$ cat src/rtl/counter_monitor.sv
// counter_monitor: tracks an enable-gated up-counter, locks onto its sequence and reports skipped, stuck or corrupted counts.
module counter_monitor #(
   parameter int WIDTH         = 4,
   parameter int ERR_CNT_WIDTH = 8,
   parameter int SYNC_MATCHES  = 2
) (
   input  logic                     clock_i,
   input  logic                     reset_n_i,
   input  logic                     enable_i,
   input  logic [WIDTH-1:0]         counter_value_i,
   input  logic                     clear_i,
   output logic                     locked_o,
   output logic                     error_o,
   output logic                     wrap_o,
   output logic                     fault_o,
   output logic [ERR_CNT_WIDTH-1:0] error_count_o,
   output logic [1:0]               state_o
);
   typedef enum logic [1:0] {IDLE = 2'd0, ACQUIRE = 2'd1, LOCKED = 2'd2} state_t;
   state_t                   state_q, state_d;
   logic [WIDTH-1:0]         prev_value_q, prev_value_d;
   logic                     prev_enable_q, prev_enable_d;
   logic [3:0]               match_cnt_q, match_cnt_d;
   logic                     fault_q, fault_d;
   logic                     error_q, error_d;
   logic                     wrap_q, wrap_d;
   logic [ERR_CNT_WIDTH-1:0] err_cnt_q, err_cnt_d;
   logic [WIDTH-1:0]         exp_value;
   logic                     match;
   // carry out of the prediction is dropped so the all-ones to zero wrap is an ordinary match
   assign exp_value = prev_value_q + WIDTH'(prev_enable_q);
   assign match     = counter_value_i == exp_value;
   always_comb begin
      state_d       = state_q;
      prev_value_d  = counter_value_i;
      prev_enable_d = enable_i;
      match_cnt_d   = match_cnt_q;
      fault_d       = fault_q;
      err_cnt_d     = err_cnt_q;
      error_d       = 1'b0;
      wrap_d        = 1'b0;
      case (state_q)
         IDLE: begin
            state_d     = ACQUIRE;
            match_cnt_d = '0;
         end
         ACQUIRE: begin
            match_cnt_d = match ? match_cnt_q + 4'd1 : '0;
            state_d     = (match && match_cnt_d == 4'(SYNC_MATCHES)) ? LOCKED : ACQUIRE;
         end
         LOCKED: begin
            if (match) begin
               wrap_d = (&prev_value_q) & prev_enable_q;
            end else begin
               error_d     = 1'b1;
               fault_d     = 1'b1;
               err_cnt_d   = (&err_cnt_q) ? err_cnt_q : err_cnt_q + ERR_CNT_WIDTH'(1);
               match_cnt_d = '0;
               state_d     = ACQUIRE;
            end
         end
         default: state_d = IDLE;
      endcase
      if (clear_i) begin
         state_d       = IDLE;
         prev_value_d  = '0;
         prev_enable_d = 1'b0;
         match_cnt_d   = '0;
         fault_d       = 1'b0;
         err_cnt_d     = '0;
         error_d       = 1'b0;
         wrap_d        = 1'b0;
      end
   end
   always_ff @(posedge clock_i) begin
      if (!reset_n_i) begin
         state_q       <= IDLE;
         prev_value_q  <= '0;
         prev_enable_q <= 1'b0;
         match_cnt_q   <= '0;
         fault_q       <= 1'b0;
         err_cnt_q     <= '0;
         error_q       <= 1'b0;
         wrap_q        <= 1'b0;
      end else begin
         state_q       <= state_d;
         prev_value_q  <= prev_value_d;
         prev_enable_q <= prev_enable_d;
         match_cnt_q   <= match_cnt_d;
         fault_q       <= fault_d;
         err_cnt_q     <= err_cnt_d;
         error_q       <= error_d;
         wrap_q        <= wrap_d;
      end
   end
   assign locked_o      = state_q == LOCKED;
   assign error_o       = error_q;
   assign wrap_o        = wrap_q;
   assign fault_o       = fault_q;
   assign error_count_o = err_cnt_q;
   assign state_o       = state_q;
endmodule

$ cat config.mk
export PLATFORM = sky130hd
export DESIGN_NAME = counter_monitor
export DESIGN_NICKNAME = d
export VERILOG_FILES = /design/src/rtl/counter_monitor.sv
export SDC_FILE = /design/constraint.sdc
export NUM_CORES = 1
export LEC_CHECK = 0
export ABC_AREA = 1
export CORE_UTILIZATION = 55
export CTS_BUF_LIST = sky130_fd_sc_hd__clkbuf_16
export DETAILED_ROUTE_END_ITERATION = 10
export PLACE_DENSITY = 0.83
export SLEW_MARGIN = 20
export SYNTH_ARGS = -nofsm -noshare
export SYNTH_HDL_FRONTEND = slang
export SYNTH_SLANG_ARGS = --single-unit
$ cat constraint.sdc
create_clock -name clock_i -period 3.1 [get_ports clock_i]
set_input_delay 0.62 -clock clock_i [delete_from_list [all_inputs] [get_ports clock_i]]
set_output_delay 0.62 -clock clock_i [all_outputs]
set_load 0.03 [all_outputs]
==> impl_results.md, run 1 <==
- Yosys top cell by area: dfxtp_1
- R2R Path End: match_cnt_q[1]
- Clk sinks: 22
- Worst min-delay path endpoint: fault_o
- DRC errors left: 0
- Post_cts resized: 0
- Pre-CTS setup slack: roughly 960 ps
- Synth Instances: between 150 and 200
- Final instance area: between 1500 and 2000 µm²
- First-pass detailed-route iteration total: 4
- Total track usage: between 20% and 30%
- Routability cong.: roughly 0.84
- # H-tree levels: 1
- Crit-path cells: inv_2 -> nor2_1 -> buf_4 -> clkdlybuf4s50_1
- Synth top area share: between 30% and 40%
- Worst Path Arrival: 1730 ps
- Detail Route Antenna Nets: 0
- Slew HR: a little over three fifths
- Yosys reg bits: 22
- Library cells used by synthesis: 26
- Avg Cell Area, Syn: roughly 7.0 µm²
- Initial antenna violation count: 0
- Num rows: 16
- Pins Over Slew Limit: 0
- Setup Crit Path Kind: flop to primary output
- Ports: 22
- Max clock buf depth: 2
- Largest net degree at the start of global routing: 17
- Starting density of the core: 60.9%
- Synth Cell Area: 1240 µm²
- Ant. Diodes: 0
- RSZ-0062 raised after global routing: false
- YS warnings: 0
- Critical Path Start Type: flop
- Vias per cell: approximately 5.4
- Vias post-DR: roughly 1200
- Crit share post-route: roughly three quarters
- Worst r2r path cells: 10
- Worst setup EP type: primary output
- CTS tree: yes
- Hold crit path type: flop to flop
- WHS: 464 ps
- First-pass GRT wire length: 5.18 mm
- Die ar.: 2460 µm²
- CTS root buf: clkbuf_16
- Clock Skew: 2.48 ps
- Reg-to-reg startpoint: prev_value_q[0]
- Share of cells above drive strength 1: between 10% and 20%
- Post-layout min period: 2350 ps
- PwrDens: 397 nW/µm²
- Die Y: a little under 50 µm
- Max stage delay on crit path: around 700 ps
- Sequential share of the synthesized area: between 30% and 40%
- CP required: between 2000 and 2500 ps
- Met3 usage: 3.70%
- Worst vdd ir: about 0.00031 V
- WL final: just under 3 mm
- Grt ovf: 0
- Placed Instance Area: about 1500 µm²
- Synth area leaders: dfxtp_1 35%, nand2_1 14%, inv_1 6.9%
- Die Wd: between 40 and 50 µm
- Final Setup Violations: 0
- Status: complete, no violations
- Synth Net Count: 190
- Final Util: 76.5%
- R2R setup slack: ~1200 ps
- Synthesis-to-layout area growth: 25.6%
- PortBufs: 21
- Later-pin clock latency in the skew report: roughly 260 ps
- # hold bufs at CTS: 0
- Number of max-cap violations: 0
- Lkg Pwr: 0.669 nW
- Crit path max-delay family: buffers and inverters
- Total setup buffers inserted after CTS: 0
- Final nets: approximately 220
- WHS Path Cells: 2
- Hold_sp: fault_o
- WL/cell: 12.8 µm
- Slowest CP cell: clkdlybuf4s50_1
- Dpl hpwl: 2.13 mm
- Initial DRC count: 33
- Vias in the first global route: 1181
- Final setup margin: about 750 ps
- Most Used Layer, Global Route: met2
- Met2 Usage GRT: about 46%
- Clock transition at path regs: roughly 60 ps
- Slew @ Worst Pin: approximately 560 ps
- Critical-path maximum fanout: 11
- Fin Setup TNS: 0 ps
- Endpoints failing hold: 0
- Grt met1 use: 34.5%
- Achievable Freq: about 430 MHz
- CTS buffer count: 3
- Core ar.: a little over 2000 µm²
- CP Buf/Inv Count: 3
-- power breakdown --
part | switching [W] | leakage, nW | internal (W) | total, W
sequential | 0.00000334 | 0.178 | 0.000286 | 0.000289
combinational | 0.0000318 | 0.453 | 0.0000215 | 0.0000533
clock | 0.000105 | 0.0385 | 0.000172 | 0.000277
-- through the flow --
step | cells | total power [W]
finish | 229 | 0.000620
detailed placement | 225 | 0.000348
floorplan | 178 | 0.000330
global placement | 225 | 0.000345
CTS | 229 | 0.000620
global route | 229 | 0.000638
-- worst reg2reg max path, stage by stage, from the launching register on --
cell	delay, ps
dfxtp_1	320
ha_1	230
ha_1	310
inv_1	40
nand2_1	50
nand2_1	80
nor2_2	180
nand3_4	190
nand2_1	170
nand3_1	120
a21oi_1	170
-- worst max-delay path by stage --
stage | from | end | slack, ps | cells past startpoint
final | state_o[1] | locked_o | 750 | 4
after global placement | counter_value_i[2] | match_cnt_q[0] | 1020 | 10
after global routing | state_o[1] | locked_o | 650 | 4
after detailed placement | counter_value_i[2] | match_cnt_q[0] | 960 | 10
after floorplan | state_o[1] | locked_o | 1360 | 3
after CTS | state_o[1] | locked_o | 760 | 4
-- placed cells by master, fill, tap and decap left out --
cell	netlist	layout
inv_2	3	3
nand2_1	47	47
xnor2_1	3	3
nand3_4	2	2
a21oi_1	11	11
nor3_1	1	1
o21ai_0	2	2
nand3b_1	1	1
clkbuf_16	0	3
buf_4	0	2
nand2_2	4	4
nor2_2	3	3
ha_1	4	4
dfxtp_1	22	22
nand4_1	12	12
a21boi_0	1	1
nor2_4	1	1
inv_1	23	23
nand3_1	14	14
clkdlybuf4s50_1	0	21
nor2_1	13	13
xor2_1	2	2
o21ai_1	1	1
a21oi_2	2	2
clkinv_1	1	2
nand3_2	2	2
-- per-layer routing --
layer / vias to the layer above / routed length, µm
li1: 632 / -
met1: 559 / 1300
met2: 36 / 1450
met3: 7 / 106
met4: 0 / 65
met5: - / 0
-- area by class of cell --
type | count | area [µm²]
Clock buffer | 3 | 75.1
Clock inverter | 1 | 3.75
Fill cell | 158 | 480
Inverter | 27 | 101
Multi-Input combinational cell | 126 | 682
Sequential cell | 22 | 440
Tap cell | 27 | 33.8
Timing Repair Buffer | 23 | 225
-- Yosys cell counts --
cell	instances
nand3_4	2
o21ai_1	1
nor2_4	1
dfxtp_1	22
ha_1	4
nand2_2	4
inv_2	3
clkinv_1	1
clkbuf_1	1
inv_1	23
nand3b_1	1
buf_6	1
xor2_1	2
o21ai_0	2
nand2_1	47
a21oi_1	11
buf_2	1
xnor2_1	3
nor2_2	3
nor3_1	1
nand4_1	12
a21oi_2	2
nand3_1	14
nand3_2	2
nor2_1	13
a21boi_0	1
-- flip-flops by register name (all words and copies together) (netlist names) --
signal	flops
state_o	2
wrap_o	1
prev_value_q	4
error_o	1
prev_enable_q	1
match_cnt_q	4
error_count_o	8
fault_o	1
-- kinds of logic (layout without fill, tap and decap cells) --
| family | after synthesis | count (layout) | share of synthesized area (%) |
|---|---|---|---|
| AND/OR/NAND/NOR | 100 | 100 | 39.6 |
| buffers and inverters | 30 | 54 | 9.76 |
| flip-flops | 22 | 22 | 35.4 |
| XOR/XNOR | 5 | 5 | 3.52 |
| AO/OA/AOI/OAI | 17 | 17 | 7.65 |
| adder cells (fa/ha/maj) | 4 | 4 | 4.02 |
No activity file was read; power rests on OpenSTA's default activity.
==> run 2, diff against run 1 <==
- CORE_UTILIZATION: 55 -> 51
- PLACE_DENSITY: 0.83 -> 0.78
- clock period: 3.1 -> 2.45 ns (I/O delays scaled with it)
==> impl_results.md, run 2 (synthesis gave the netlist of run 1 again) <==
- Routability cong.: roughly 0.85
- Final nets: 215
- Max stage delay on crit path: between 700 and 800 ps
- Clock Skew: ~4.5 ps
- Crit path max-delay family: buffers and inverters
- Share of cells above drive strength 1: a little under an eighth
- Ant. Diodes: 0
- Detail Route Antenna Nets: 0
- CTS buffer count: 3
- Setup Crit Path Kind: flop to primary output
- Vias per cell: slightly above 5
- WL/cell: around 12 µm
- Core ar.: 2250 µm²
- Initial DRC count: 39
- Part of the power in the clock network: 51.3%
- Worst Path Arrival: 1680 ps
- First-pass GRT wire length: around 4.6 mm
- Fin Setup TNS: 0 ps
- Commonest non-fill, non-tap cell in the layout: nand2_1
- CTS tree: yes
- Ports: 22
- Initial antenna violation count: 0
- Most frequent cells in the layout: 47 x nand2_1, 23 x inv_1, 22 x dfxtp_1
- Met2 Usage GRT: approximately two fifths
- Synthesis-to-layout area growth: 27.8%
- CP Depth: 3
- Slew @ Worst Pin: 566 ps
- Vias in the first global route: approximately 1100
- Max reg flops: 8
- Slowest CP cell: clkdlybuf4s50_1
- Grt ovf: 0
- Lkg Pwr: 0.682 nW
- Total track usage: around 23%
- Critical-path maximum fanout: 7
- WL final: around 2.7 mm
- Clk sinks: 22
- Met3 usage: about 3.3%
- Post_cts resized: 0
- Reg power frac: about 41%
- Pint: about 0.0007 W
- Pins Over Slew Limit: 0
- Starting density of the core: 55.2%
- Grt met1 use: between 20% and 30%
- Worst setup EP type: primary output
- First-pass detailed-route iteration total: 4
- Achievable Freq: roughly 460 MHz
- Fill cells: 190
- Switching power: 0.000174 W
- Post-layout min period: 2170 ps
- Die Wd: 51.4 µm
- PwrDens: 558 nW/µm²
- Crit share post-route: 88.5%
- Max clock buf depth: 2
- Hold crit path type: flop to flop
- FF+latch area: approximately 440 µm²
- Critical Path Start Type: flop
- Vias post-DR: 1183
- # hold bufs at CTS: 0
- DRC errors left: 0
- Later-pin clock latency in the skew report: 250 ps
- Endpoints failing hold: 0
- Multi-input gate area in the final layout: ~700 µm²
- Final Setup Violations: 0
- Switching Share: roughly a fifth
- Status: complete, no violations
- PortBufs: 21
- WHS Path Cells: 2
- Worst r2r path cells: 10
- Combinational fraction of design power: around 7.5%
- # H-tree levels: 1
- Total setup buffers inserted after CTS: 0
- Die ar.: between 2000 and 3000 µm²
- Most Used Layer, Global Route: met2
- Dpl hpwl: roughly 2.0 mm
- Slew HR: 62.2%
- Clock transition at path regs: around 60 ps
- CTS root buf: clkbuf_16
- CP required: slightly below 2000 ps
- Final Util: a little over two thirds
- Num rows: 17
- Worst vdd ir: between 0.0004 and 0.0005 V
- Die Y: 51.4 µm
- RSZ-0062 raised after global routing: false
- CP Buf/Inv Count: 2
- Number of max-cap violations: 0
- Largest net degree at the start of global routing: 17
- Crit-path cells: inv_2 -> nor2_1 -> clkdlybuf4s50_1
## run 2: cell types whose count changed in the layout (fill, tap and decap cells not counted), sizes merged
| cell | previous run | this run |
|---|---|---|
| clkinv | 2 | 1 |
| bufinv | 0 | 1 |
## run 2: stage by stage
step	power [W]	hold slack, ps	setup slack (ps)	area (µm²)	instances
2_1_floorplan	0.000418	448	795	1240	178
3_3_place_gp	0.000438	440	502	1480	226
3_5_place_dp	0.000440	460	432	1480	226
4_1_cts	0.000890	475	312	1590	230
5_1_grt	0.000921	500	255	1590	230
6_report	0.000887	473	281	1590	230
## run 2: power groups by stage
stage,Combinational (W),Sequential (W),Clock [W]
floorplan,0.0000427,0.000375,0
global placement,0.0000637,0.000374,0
detailed placement,0.0000658,0.000374,0
CTS,0.0000662,0.000366,0.000458
global route,0.0000726,0.000366,0.000482
finish,0.0000664,0.000366,0.000455
## run 2: area by class of cell
cell class,instances,share of cell area [%]
clock buffers,3,4.72
clock inverters,1,1.89
inverters,27,6.38
multi-input cells,126,42.9
flip-flops and latches,22,27.7
well taps,28,2.20
repair buffers,23,14.2
## run 2: routing by layer
layer	share of wire, %	up-vias
met5	0	-
met4	0.51	0
met3	3.8	2
met2	48	22
met1	48	534
li1	-	625
## run 2: worst reg2reg max path: cells and delay by family, from the launching register on
family          cells  cell delay, ps
compound gates      1             150
fa+ha+maj           2             530
buf+inv             1              40
flops               1             320
simple gates        6             750
## run 2: worst paths after layout
path	start	endpoint	slack, ps
worst max-delay path	state_o[1]	locked_o	280
worst min-delay path	fault_o	fault_o	470
worst max register to register	prev_value_q[0]	error_count_o[6]	590
worst min register to register	fault_o	fault_o	470
==> run 3, diff against run 2 <==
- CORE_UTILIZATION: 51 -> 50
- PLACE_DENSITY: 0.78 -> 0.76
==> impl_results.md, run 3 (synthesis gave the netlist of run 1 again) <==
- Ports: 22
- # hold bufs at CTS: 0
- Endpoints failing hold: 0
- Clock transition at path regs: roughly 60 ps
- Die ar.: 2690 µm²
- Post_cts resized: 0
- Post-layout min period: 2120 ps
- Die Y: 51.9 µm
- Final nets: approximately 220
- CTS buffer count: 3
- CP required: between 1500 and 2000 ps
- Initial DRC count: 9
- Slew HR: between 60% and 70%
- Vias post-DR: ~1200
- Clk sinks: 22
- Setup Crit Path Kind: flop to primary output
- Max clock buf depth: 2
- Starting density of the core: between 50% and 60%
- Max reg flops: 8
- Share of cells above drive strength 1: ~11%
- CP Buf/Inv Count: 2
- Grt ovf: 0
- Slowest CP cell: clkdlybuf4s50_1
- # H-tree levels: 1
- Synthesis-to-layout area growth: 27.8%
- Number of max-cap violations: 0
- First-pass GRT wire length: around 4.4 mm
- Dpl cells: between 200 and 250
- Crit-path cells: inv_2 -> nor2_1 -> clkdlybuf4s50_1
- Fin Setup TNS: 0 ps
- Ant. Diodes: 0
- Crit share post-route: a little under 90%
- PortBufs: 21
- RSZ-0062 raised after global routing: false
- Critical-path maximum fanout: 7
- Die Wd: 51.9 µm
- Largest net degree at the start of global routing: 17
- Initial antenna violation count: 0
- Worst vdd ir: 0.000662 V
- Overall power: 0.000889 W
- Final Setup Violations: 0
- PwrDens: approximately 560 nW/µm²
- Vias in the first global route: 1048
- First-pass detailed-route iteration total: 4
- Worst Path Arrival: roughly 1600 ps
- WL/cell: roughly 11 µm
- Num rows: 17
- WL final: between 2 and 3 mm
- Achievable Freq: approximately 470 MHz
- Vias per cell: slightly above 5
- Worst setup EP type: primary output
- Layout Cells excl Fill: between 200 and 250
- CTS root buf: clkbuf_16
- Detail Route Antenna Nets: 0
- Routability cong.: about 0.8
- DRC errors left: 0
- Later-pin clock latency in the skew report: approximately 260 ps
- Critical Path Start Type: flop
- Commonest non-fill, non-tap cell in the layout: nand2_1
- Lkg Pwr: a little under 0.7 nW
- Slew @ Worst Pin: between 500 and 600 ps
- Total setup buffers inserted after CTS: 0
- CTS tree: yes
- Clock Skew: 1.97 ps
- Total track usage: about 22%
- Dpl hpwl: roughly 2.0 mm
- Core ar.: 2280 µm²
- Hold crit path type: flop to flop
- Pins Over Slew Limit: 0
- Crit path max-delay family: buffers and inverters
- Status: complete, no violations
- Most frequent cells in the layout: 47 x nand2_1, 23 x inv_1, 22 x dfxtp_1
- WHS: about 470 ps
- Max stage delay on crit path: 700 ps
-- run 3: cell counts in the layout (fill, tap and decap cells not counted) --
Identical to the previous run, type by type.
-- run 3: per-layer routing --
layer	up-vias	share of wire, %	global-route usage (%)
li1	626	-	-
met1	534	48	25.7
met2	20	48	38.5
met3	4	3.0	6.43
met4	0	0.91	8.56
met5	-	0	0
-- run 3: worst reg2reg max path, cell delays in order (launching register included) --
cell	delay (ps)
dfxtp_1	310
ha_1	230
ha_1	300
inv_1	40
nand2_1	50
nand2_1	80
nor2_2	180
nand3_4	200
nand2_1	180
nand3_1	100
a21oi_2	120
-- run 3: final cells by class --
class	count	area, µm²
multi-input combinational	126	682
tap	28	35.0
clock inverter	1	30.0
clock buffer	3	75.1
sequential	22	440
inverter	27	101
fill	196	687
timing repair buffer	23	225
-- run 3: power breakdown --
part           switching [W]   total, W  internal (W)
Clock               0.000133   0.000457      0.000324
Sequential        0.00000386   0.000366      0.000362
Combinational      0.0000386  0.0000657     0.0000272
-- run 3: path summary, 6_finish.rpt --
| check | from | endpoint | slack [ps] | cells past startpoint |
|---|---|---|---|---|
| hold / removal | prev_value_q[3] | wrap_o | 470 | 2 |
| setup reg to reg | prev_value_q[0] | match_cnt_q[3] | 610 | 10 |
| hold reg to reg | prev_value_q[3] | wrap_o | 470 | 2 |
| setup / recovery | state_o[1] | locked_o | 330 | 3 |
-- run 3: through the flow --
stage	instance area, µm²	util (%)	setup slack (ps)
6_report	1590	69.8	330
5_1_grt	1590	69.8	256
4_1_cts	1590	69.8	336
3_5_place_dp	1480	65.2	410
3_3_place_gp	1480	65.2	499
2_1_floorplan	1240	-	795
